`src/rtl/riscv_fetch_queue.sv`:
```
// riscv_fetch_queue: in-order instruction fetch feeding a DEPTH-entry {pc,inst} prefetch FIFO, flushed on redirect.
// Optional FETCH_STATS_EN adds saturating stat_fetched/stat_dropped counters.
module riscv_fetch_queue #(
   parameter int                   BUS_WIDTH = 32,
   parameter int                   DEPTH     = 4,
   parameter int                   PC_STEP   = 1,
   parameter logic [BUS_WIDTH-1:0] RESET_PC  = '0
) (
   input  logic                 clk,
   input  logic                 reset,
   output logic                 imem_req,
   output logic [BUS_WIDTH-1:0] imem_addr,
   input  logic                 imem_gnt,
   input  logic                 imem_rvalid,
   input  logic [BUS_WIDTH-1:0] imem_rdata,
   input  logic                 redirect,
   input  logic [BUS_WIDTH-1:0] redirect_pc,
   output logic                 out_valid,
   input  logic                 out_ready,
   output logic [BUS_WIDTH-1:0] out_inst,
   output logic [BUS_WIDTH-1:0] out_pc
`ifdef FETCH_STATS_EN
   ,
   output logic [31:0]          stat_fetched,
   output logic [31:0]          stat_dropped
`endif
);
   localparam int AW = $clog2(DEPTH);
   localparam int CW = AW + 1;
   localparam logic [BUS_WIDTH-1:0] STEP = BUS_WIDTH'(PC_STEP);
   logic [BUS_WIDTH-1:0] fetch_pc_q, fetch_pc_d, resp_pc_q, resp_pc_d;
   logic [BUS_WIDTH-1:0] pc_mem_q [DEPTH];
   logic [BUS_WIDTH-1:0] inst_mem_q [DEPTH];
   logic [AW-1:0]        rd_q, rd_d, wr_q, wr_d;
   logic [CW-1:0]        count_q, count_d, outs_q, outs_d, disc_q, disc_d;
   logic [CW:0]          credit;
   logic                 grant, rv, push, pop;

   // buffered plus in-flight fetches never exceed DEPTH, so the FIFO cannot overflow
   assign credit    = {1'b0, count_q} + {1'b0, outs_q};
   assign imem_req  = !reset && !redirect && (credit < (CW+1)'(DEPTH));
   assign imem_addr = fetch_pc_q;
   assign grant     = imem_req && imem_gnt;
   assign rv        = imem_rvalid && (outs_q != '0);
   assign push      = rv && !redirect && (disc_q == '0);
   assign out_valid = count_q != '0;
   assign pop       = out_valid && out_ready && !redirect;
   assign out_inst  = inst_mem_q[rd_q];
   assign out_pc    = pc_mem_q[rd_q];

   // next state; redirect overrides push, pop and grant and turns every in-flight response into a discard
   always_comb begin
      fetch_pc_d = redirect ? redirect_pc : grant ? fetch_pc_q + STEP : fetch_pc_q;
      resp_pc_d  = redirect ? redirect_pc : push ? resp_pc_q + STEP : resp_pc_q;
      outs_d     = outs_q + CW'(grant) - CW'(rv);
      disc_d     = redirect ? outs_q - CW'(rv) : disc_q - CW'(rv && (disc_q != '0));
      count_d    = redirect ? '0 : count_q + CW'(push) - CW'(pop);
      rd_d       = redirect ? '0 : rd_q + AW'(pop);
      wr_d       = redirect ? '0 : wr_q + AW'(push);
   end

   // state registers and FIFO storage
   always_ff @(posedge clk) begin
      if (reset) begin
         fetch_pc_q <= RESET_PC;
         resp_pc_q  <= RESET_PC;
         count_q    <= '0;
         outs_q     <= '0;
         disc_q     <= '0;
         rd_q       <= '0;
         wr_q       <= '0;
         for (int i = 0; i < DEPTH; i++) begin
            pc_mem_q[i]   <= '0;
            inst_mem_q[i] <= '0;
         end
      end else begin
         fetch_pc_q <= fetch_pc_d;
         resp_pc_q  <= resp_pc_d;
         count_q    <= count_d;
         outs_q     <= outs_d;
         disc_q     <= disc_d;
         rd_q       <= rd_d;
         wr_q       <= wr_d;
         if (push) begin
            pc_mem_q[wr_q]   <= resp_pc_q;
            inst_mem_q[wr_q] <= imem_rdata;
         end
      end
   end

`ifdef FETCH_STATS_EN
   // saturating counts of instructions handed to the decoder and of responses thrown away
   always_ff @(posedge clk) begin
      if (reset) begin
         stat_fetched <= '0;
         stat_dropped <= '0;
      end else begin
         if (pop && (stat_fetched != '1)) stat_fetched <= stat_fetched + 32'd1;
         if (rv && (redirect || (disc_q != '0)) && (stat_dropped != '1)) stat_dropped <= stat_dropped + 32'd1;
      end
   end
`endif

   rvalid_needs_outstanding: assert property (@(posedge clk) disable iff (reset) imem_rvalid |-> (outs_q != '0));

endmodule
```
`config.mk`:
```
export PLATFORM = sky130hd
export DESIGN_NAME = riscv_fetch_queue
export DESIGN_NICKNAME = d
export VERILOG_FILES = /design/src/rtl/riscv_fetch_queue.sv
export SDC_FILE = /design/constraint.sdc
export NUM_CORES = 1
export LEC_CHECK = 0
export CORE_ASPECT_RATIO = 1.5
export CORE_MARGIN = 1.5
export CORE_UTILIZATION = 57
export CTS_CLUSTER_DIAMETER = 80
export DETAILED_ROUTE_END_ITERATION = 7
export HOLD_SLACK_MARGIN = 0.02
export PLACE_DENSITY = 0.81
export SETUP_SLACK_MARGIN = 0.5
export SLEW_MARGIN = 15
export SYNTH_ARGS = -nofsm -noshare
export SYNTH_HDL_FRONTEND = slang
export SYNTH_SLANG_ARGS = --single-unit
```
`constraint.sdc`:
```
create_clock -name clk -period 4.8 [get_ports clk]
set_input_delay 1.2 -clock clk [delete_from_list [all_inputs] [get_ports clk]]
set_output_delay 1.2 -clock clk [all_outputs]
set_load 0.05 [all_outputs]
```
Word level (Yosys, flattened, before mapping)

Memories as Yosys holds them, arrays and structs flattened. A register that Yosys moved wholly into a read port is not among the register bits.
Index checks and enable logic that the tools add are counted.

Flip-flop bits (word level): 77
Bits in writable memories: 256
Input port bits: 70
Output and inout port bits: 98
Memories: 2

Add/sub/neg operators: 11
Magnitude comparators: 1
Multiplexer cells: 18
Reductions and logical operators: 20

Memories:

| name       | words | width | rd ports | clocked after memory_dff | write ports | line | RTL |
|---|---|---|---|---|---|---|---|
| inst_mem_q | 4     | 32    | 1        | 1                        | 4           | 33   | `logic [BUS_WIDTH-1:0] inst_mem_q [DEPTH];` |
| pc_mem_q   | 4     | 32    | 1        | 1                        | 4           | 32   | `logic [BUS_WIDTH-1:0] pc_mem_q [DEPTH];` |

Operators with widths:

| operator              | number |
|---|---|
| $mux 32               | 6 |
| $add 32x1->32 const B | 2 |
| $reduce_or 32->1      | 2 |
| $sub 3x1->3           | 4 |
| $logic_and 1x1->1     | 9 |
| $reduce_bool 3->1     | 3 |
| $mux 2                | 4 |
| $mux 1                | 7 |
| $add 3x1->3           | 2 |
| $add 2x1->2           | 2 |
| $add 3x3->4           | 1 |
| $lt 4x3->1 const B    | 1 |
| $reduce_bool 2->1     | 2 |
| $logic_not 3->1       | 1 |
| $mux 3                | 1 |
| $logic_not 1->1       | 2 |
| $reduce_or 2->1       | 1 |

Depth between registers and ports, before layout

Gate-level depths: netlist of run 1.

Depth in word-level cells: 9
Gate-level depth with buffers: 13
Gate-level depth less buffers: 11

Least setup slack after synthesis of run 1

Ideal clock, no wire load.

Path kind: input to register
From: input port imem_rvalid
To: memory inst_mem_q[3][0], enable pin
Arrival time: 3.492 ns
Required time: 4.377 ns
Slack: 0.885 ns
Stages on the path: 6
Cells stage by stage: o31a_1 clkbuf_1 nand2_1 nor2_1 nand3_1 nand2_1

RTL lines:

| item        | line | RTL |
|---|---|---|
| from (decl) | 14   | `input logic imem_rvalid,` |
| to (decl)   | 33   |  |

==> results.py, run 1 <==
metrics = {
    "status": {
        "outcome": "complete, no violations",
    },
    "grt": {
        "grt_usage_pct": 25.0,
        "grt_pass1_vias": 10100,
        "grt.overflow.total": 0,
        "grt_pass1_wl_um": 53200,
        "antenna_found_initial": 1,
        "grt_start_max_net_pins": 78,
    },
    "pwr": {
        "switching_power_mw": 1.69,
        "pwr-share-seq_pct": 49.6,
        "peakVddDrop_mv": 0.311,
        "combPwrFrac_pct": 13.3,
        "clkPwrFrac_pct": 37.1,
        "p_per_area_nw_per_um2": 372,
        "swShare_pct": 24.8,
        "power_mw": 6.81,
        "p_int_mw": 5.12,
        "power.leakage_nw": 6.40,
    },
    "die": {
        "pin_count": 168,
        "die_area_um2": 27700,
        "start_util_pct": 57.7,
        "fp.coreArea_um2": 26400,
        "core.rowCount": 73,
        "fp.dieW_um": 136,
        "fp.dieH_um": 203,
    },
    "logic_synthesis": {
        "ys_seq_elements": 333,
        "syn-instance-count": 1149,
        "synth_cell_types": 49,
        "yosysSeqAreaShare_pct": 60.6,
        "synth_warnings": 0,
        "synth_edf_count": 256,
        "synth.avg_cell_area_um2": 13.3,
        "ys.flop_type": "edfxtp_1",
        "syn_nets": 1235,
        "synth_area_um2": 15200,
        "async_reset_ff_share_pct": 0,
    },
    "clock_tree": {
        "postCtsSetupRepairBufs": 0,
        "cts_buffers": 30,
        "cts_resized": 0,
        "path_clk_slew_ps": 70,
        "cts.sinks": 333,
        "cts_tree": "yes",
        "cts_buffer_depth": 3,
        "htreeDepth": 1,
        "hold_buffers": 0,
        "clock_latency_ps": 550,
        "cts_root_buf": "clkbuf_16",
    },
    "placed_design": {
        "place_congestion": 0.939,
        "place_area_um2": 17300,
        "hpwl_um": 21100,
        "portBuffers": 167,
        "post-place-ws_ps": 775,
        "dp.cells": 1597,
    },
    "final_layout": {
        "fin_nets": 1378,
        "design_area_um2": 18300,
        "drive_above_1_share_pct": 10.9,
        "utilization_pct": 69.4,
        "fin_cells": 1654,
        "areaGrowthSynthToFinish_pct": 20.4,
    },
    "detailed_routing": {
        "drc_errors": 0,
        "wl_per_cell_um": 20.6,
        "ant_nets": 0,
        "dr.first_iter.drc_count": 669,
        "vias_per_cell": 5.85,
        "drt-total-wl_um": 34000,
        "vias": 9673,
        "drtPass1Iterations": 5,
    },
    "sta": {
        "period_share_pct": 86.4,
        "setup_tns_ps": 0,
        "hold_viol_final": 0,
        "maxSlewViolCount": 0,
        "worst_slack_ps": 655,
        "fin_crit_ps": 4150,
        "worst_pin_slew_ps": 1020,
        "setup_viol": 0,
        "grt_setup_unrepaired": "no",
        "hold_slack_ps": 541,
        "timing.fmax_mhz": 241,
        "maxSlewHeadroom_pct": 31.9,
        "skew_ps": 11.3,
    },
    "critical_path": {
        "crit_arrival_ps": 2950,
        "crit_chain": "buf_12, mux4_2, clkdlybuf4s50_1",
        "worst_setup_path_end_kind": "output port",
        "cp_slowest_cell": "clkdlybuf4s50_1",
        "critPathMaxFanout": 40,
        "critical_path_class": "reg2out",
        "worstSetupStartpointType": "flip-flop",
        "max_stage_delay_ps": 720,
        "cp_data_required_time_ps": 3600,
    },
    "min_path": {
        "min_path_type": "reg2reg",
    },
    "job": {
        "drv_cap": 0,
    },
}
## placed cells by master, fill, tap and decap left out, drive strengths merged, types with 8 or more instances in the layout
cell type / n
edfxtp: 256
and2: 255
clkdlybuf4s50: 166
dfxtp: 77
mux4: 64
nand2: 43
nor2: 42
xnor2: 37
clkbuf: 34
a21boi: 26
nor3: 24
nand3: 23
nand4: 23
inv: 22
buf: 21
a31oi: 19
nor4: 18
o21ai: 17
clkinv: 16
o21a: 15
ha: 14
a21oi: 13
a211oi: 10
xor2: 10
and4: 8
## cell usage after synthesis (3+ instances only)
master | n | area share, %
and4_1 | 8 | 0.46
nor2_1 | 42 | 1.0
mux4_2 | 64 | 9.5
a311oi_1 | 3 | 0.17
edfxtp_1 | 256 | 50
or4_1 | 3 | 0.15
or2_2 | 3 | 0.12
clkbuf_1 | 60 | 1.5
a21boi_0 | 26 | 1.3
xor2_1 | 10 | 0.58
a211oi_1 | 10 | 0.49
inv_1 | 22 | 0.54
o21ai_0 | 17 | 0.56
o31a_1 | 7 | 0.40
a21oi_1 | 13 | 0.43
nor2b_1 | 5 | 0.21
o21a_1 | 15 | 0.74
nand4_1 | 22 | 0.90
nor3_1 | 24 | 0.79
and2_1 | 255 | 10
xnor2_1 | 37 | 2.1
or3_1 | 7 | 0.29
nor4_1 | 18 | 0.74
nand2_1 | 43 | 1.1
buf_4 | 4 | 0.20
buf_1 | 10 | 0.25
ha_1 | 14 | 1.2
nand3_1 | 22 | 0.72
dfxtp_1 | 77 | 10
and3_1 | 7 | 0.29
a31oi_1 | 19 | 0.78
## cell families (layout without fill, tap and decap cells)
| kind of cell | count (synthesis) | in the layout | synth area share (%) |
|---|---|---|---|
| AOI/OAI and AO/OA | 118 | 118 | 5.28 |
| xor gates and xnor gates | 47 | 47 | 2.70 |
| adders and majority gates | 16 | 16 | 1.41 |
| buffers and inverters | 100 | 267 | 2.58 |
| DFF | 333 | 333 | 60.6 |
| muxes | 65 | 65 | 9.53 |
| other | 0 | 1 | 0 |
| and+or+nand+nor | 470 | 470 | 17.9 |
## worst max-delay path: cells and delay by family, from the launching register on
family / cells / cell delay, ps
flops: 1 / 650
buf+inv: 2 / 1100
mux: 1 / 610
## layout make-up
class	count	area, um^2
antenna	1	2.50
clock buffer	34	787
clock inverter	22	256
fill	1873	8070
inverter	24	90.1
multi-input combinational	716	5640
sequential	333	9240
tap	337	422
timing repair buffer	187	1890
## power groups by stage
stage	combinational (mW)	sequential (mW)	clock [mW]
after detailed placement	0.912	3.44	0
after global routing	0.971	3.40	2.66
after global placement	0.903	3.43	0
final	0.908	3.38	2.53
after CTS	0.918	3.38	2.56
after floorplan	0.536	3.46	0
## path summary, 6_finish.rpt
check / start / endpoint / slack (ps) / cells past startpoint
worst max-delay path: rd_q[0] / out_pc[10] / 650 / 3
worst min-delay path: imem_addr[31] / imem_addr[31] / 540 / 2
worst max register to register: outs_q[2] / count_q[2] / 2050 / 11
worst min register to register: imem_addr[31] / imem_addr[31] / 540 / 2
## per-layer routing
metal,vias to the layer above,wire length (um),GRT usage (%)
li1,4511,-,-
met4,0,920,8.24
met2,334,18300,46.3
met5,-,0,0
met3,61,1860,2.29
met1,4767,13000,30.2
## state kept, by name, summed over array words and instances (netlist names)
signal      count
count_q         3
disc_q          3
imem_addr      32
inst_mem_q    128
outs_q          3
pc_mem_q      128
rd_q            2
resp_pc_q      32
wr_q            2
Power figures use the tool's default switching activity.
==> run 2: changes to the inputs <==
--- a/config.mk
+++ b/config.mk
@@ -10,8 +10,8 @@
 export CORE_UTILIZATION = 57
 export CTS_CLUSTER_DIAMETER = 80
 export DETAILED_ROUTE_END_ITERATION = 7
-export HOLD_SLACK_MARGIN = 0.02
 export PLACE_DENSITY = 0.81
+export REMOVE_ABC_BUFFERS = 1
 export SETUP_SLACK_MARGIN = 0.5
 export SLEW_MARGIN = 15
 export SYNTH_ARGS = -nofsm -noshare
==> results.py, run 2 (same netlist as run 1, synthesis figures left out) <==
metrics = {
    "grt": {
        "grt_usage_pct": 24.9,
        "grt_pass1_vias": 10200,
        "grt.overflow.total": 0,
        "grt_pass1_wl_um": 53500,
        "grt_start_max_net_pins": 78,
        "antenna_found_initial": 0,
    },
    "pwr": {
        "combPwrFrac_pct": 13.4,
        "pwr-share-seq_pct": 49.7,
        "swShare_pct": 24.6,
        "clkPwrFrac_pct": 36.9,
        "p_int_mw": 5.13,
        "peakVddDrop_mv": 0.324,
        "power_mw": 6.80,
        "switching_power_mw": 1.67,
        "power.leakage_nw": 6.45,
        "p_per_area_nw_per_um2": 370,
    },
    "detailed_routing": {
        "drc_errors": 0,
        "wl_per_cell_um": 20.5,
        "vias_per_cell": 5.90,
        "dr.first_iter.drc_count": 742,
        "ant_nets": 0,
        "vias": 9765,
        "drtPass1Iterations": 5,
        "drt-total-wl_um": 34000,
    },
    "sta": {
        "timing.fmax_mhz": 248,
        "maxSlewHeadroom_pct": 20.7,
        "skew_ps": 22.8,
        "maxSlewViolCount": 0,
        "worst_pin_slew_ps": 1180,
        "fin_crit_ps": 4030,
        "setup_viol": 0,
        "setup_tns_ps": 0,
        "hold_viol_final": 0,
        "period_share_pct": 83.9,
        "grt_setup_unrepaired": "no",
    },
    "final_layout": {
        "drive_above_1_share_pct": 11.4,
        "reg_top3": "inst_mem_q x128, pc_mem_q x128",
        "mostFrequentLayoutCells": "256 x edfxtp_1, 255 x and2_1, 165 x clkdlybuf4s50_1",
        "num_antenna_cells": 0,
        "utilization_pct": 69.6,
        "areaGrowthSynthToFinish_pct": 20.6,
        "final_common_cell": "edfxtp_1",
        "fin_nets": 1383,
        "n_fill_cell": 1847,
        "fin_cells": 1656,
        "design_area_um2": 18400,
    },
    "placed_design": {
        "place_congestion": 0.925,
        "hpwl_um": 21600,
        "portBuffers": 167,
        "dp.cells": 1602,
        "place_area_um2": 17300,
    },
    "clock_tree": {
        "path_clk_slew_ps": 70,
        "clock_latency_ps": 550,
        "cts_tree": "yes",
        "cts_root_buf": "clkbuf_16",
        "cts.sinks": 333,
        "cts_buffer_depth": 3,
        "cts_resized": 0,
        "cts_buffers": 29,
        "htreeDepth": 1,
    },
    "critical_path": {
        "critPathMaxFanout": 43,
        "cp_data_required_time_ps": 3600,
        "critical_path_class": "reg2out",
        "crit_arrival_ps": 2830,
        "worstSetupStartpointType": "flip-flop",
        "worst_setup_path_end_kind": "output port",
    },
    "status": {
        "outcome": "complete, no violations",
    },
    "min_path": {
        "min_path_type": "reg2reg",
    },
    "die": {
        "pin_count": 168,
        "start_util_pct": 57.7,
        "fp.coreArea_um2": 26400,
        "fp.dieW_um": 136,
        "die_area_um2": 27700,
        "core.rowCount": 73,
        "fp.dieH_um": 203,
    },
    "job": {
        "drv_cap": 0,
    },
}
## run 2: worst paths after layout
| check | start | endpoint | depth (start not counted) | slack, ps |
|---|---|---|---|---|
| min reg2reg | imem_addr[31] | imem_addr[31] | 2 | 550 |
| max | rd_q[1] | out_pc[26] | 3 | 770 |
| min | imem_addr[31] | imem_addr[31] | 2 | 550 |
| max reg2reg | outs_q[2] | outs_q[2] | 11 | 2210 |
## run 2: metal layers
| metal | track usage (%) | part of all wire [%] | up-vias |
|---|---|---|---|
| li1 | - | - | 4521 |
| met1 | 29.7 | 38 | 4814 |
| met5 | 0 | 0 | - |
| met3 | 2.59 | 5.7 | 71 |
| met2 | 46.1 | 54 | 359 |
| met4 | 8.85 | 2.7 | 0 |
## run 2: worst max-delay path: stages (launching register included)
cell and delay [ps]:
dfxtp_2 790, buf_12 330, mux4_2 360, clkdlybuf4s50_1 740
## run 2: timing repair
item,CTS,global route
hold buffers,0,0
setup buffers,0,1
endpoints found under the setup margin,0,27
## run 2: area by class of cell
| class | count | area [um^2] | share of cell area, % |
|---|---|---|---|
| Timing Repair Buffer | 193 | 1960 | 10.7 |
| Sequential cell | 333 | 9230 | 50.3 |
| Tap cell | 337 | 422 | 2.30 |
| Multi-Input combinational cell | 716 | 5630 | 30.7 |
| Inverter | 24 | 90.1 | 0.491 |
| Clock buffer | 34 | 754 | 4.11 |
| Clock inverter | 19 | 272 | 1.48 |
## run 2: metrics by stage
stage                     hold slack (ps)  setup slack (ps)
after floorplan                       520              -925
after global placement                510              1020
after detailed placement              525               948
after CTS                             543               525
after global routing                  558               707
final                                 545               775
## run 2: power groups by stage
| stage | sequential, mW | combinational [mW] | clock, mW |
|---|---|---|---|
| CTS | 3.38 | 0.921 | 2.53 |
| global route | 3.40 | 0.984 | 2.64 |
| detailed placement | 3.44 | 0.913 | 0 |
| floorplan | 3.46 | 0.506 | 0 |
| finish | 3.38 | 0.914 | 2.51 |
| global placement | 3.43 | 0.899 | 0 |
==> RTL edit (config.mk and constraints of run 2) <==
`DEPTH`: 4 -> 8.
--- a/src/rtl/riscv_fetch_queue.sv
+++ b/src/rtl/riscv_fetch_queue.sv
@@ -4,3 +4,3 @@
    parameter int                   BUS_WIDTH = 32,
-   parameter int                   DEPTH     = 4,
+   parameter int                   DEPTH     = 8,
    parameter int                   PC_STEP   = 1,
Behaviour: not the same (Yosys sat finds a counterexample within 10 cycles, from zero or initial values and one cycle with reset high).
==> RTL edit against run 2 <==
- setup slack worse by 0.15 ns
- critical path type unchanged
- synthesized area is 81% higher
- total power is 70% higher
- count of clock-buffer cells in the layout is 29 higher
- combinational power is 36% higher
- largest cell class unchanged
- cell area is 72% higher
- clock skew is 0.0096 ns lower
- highest routed layer unchanged
- critical endpoint is now out_pc[27]
- sequential cell count is 261 higher
- core utilization is 3.5 points lower
- sequential power is 78% higher
- wire length is 95% higher
- die area is 79% higher
==> RTL edit: results (changes against run 2) <==
qor: status.outcome finished clean
qor: cells_and_area.final_nets 2136 [+54%]
qor: placed_design.preCtsSetupSlack 0.695 ns [-0.254 ns]
qor: cts.number_of_buffers_created_by_cts 54 [+86%]
qor: cells_and_area.bufAreaShareNonClock 6.38% [-4.3 points]
qor: setup_path.cp_slowest_stage_delay 0.70 ns [-0.09 ns]
qor: grt.grt_use_met1 32.4% [+2.7 points]
qor: cells_and_area.nNonClkInverters 37 [+54%]
qor: placed_design.dp_wirelength 38.8 mm [+80%]
qor: grt.grt_use_met3 3.02% [+0.44 points]
qor: cells_and_area.nClkBuffers 63 [+85%]
qor: logic_synthesis.synth_xor_xnor_area_share 1.27% [-1.4 points]
qor: cts.cts_setup_buffers 1 [+1]
qor: cells_and_area.area_used_by_multi_input_combinational_logic 9830 µm² [+75%]
qor: power.power_combinational 1240 µW [+36%]
qor: drt.met1_length 24.1 mm [+88%]
qor: cells_and_area.seqCellArea 17000 µm² [+84%]
qor: logic_synthesis.synth_mux_area_share 13.1% [+3.6 points]
qor: drt.met3_wire_len 4.22 mm [+120%]
qor: logic_synthesis.yosysUniqueCellTypes 66 [+35%]
qor: floorplanning.die_area 49700 µm² [+79%]
qor: setup_path.crit_fanout 24 [-44%]
qor: power.clock_power_share 37.2% [+0.3 points]
qor: sta.skew 0.0133 ns [-0.00957 ns]
qor: grt.global_route.usage.total 27.0% [+2.1 points]
qor: logic_synthesis.ys_top_cells_by_count 512 x sky130_fd_sc_hd__edfxtp_1, 500 x sky130_fd_sc_hd__and2_1, 128 x sky130_fd_sc_hd__mux4_2
qor: cells_and_area.drive_above_1_share 16.7% [+5.3 points]
qor: placed_design.placedInstanceArea 29800 µm² [+72%]
[RTL edit: changes by cell type after synthesis, moves of 11 or more]
cell,change
sky130_fd_sc_hd__o21a_1,-11
sky130_fd_sc_hd__clkbuf_1,+39
sky130_fd_sc_hd__inv_1,+11
sky130_fd_sc_hd__mux4_2,+64
sky130_fd_sc_hd__mux2_2,+66
sky130_fd_sc_hd__and2_1,+245
sky130_fd_sc_hd__a21oi_1,+12
sky130_fd_sc_hd__buf_2,+24
sky130_fd_sc_hd__edfxtp_1,+256
sky130_fd_sc_hd__nor3_1,-11
sky130_fd_sc_hd__clkbuf_2,+18
sky130_fd_sc_hd__xnor2_1,-16
[RTL edit: final timing paths]
kind	start	end	slack (ns)	depth (start not counted)
setup / recovery	rd_q[1]	out_pc[27]	0.62	4
hold / removal	imem_addr[15]	imem_addr[15]	0.54	2
setup reg to reg	outs_q[2]	inst_mem_q[0][20]	1.48	10
hold reg to reg	imem_addr[15]	imem_addr[15]	0.54	2
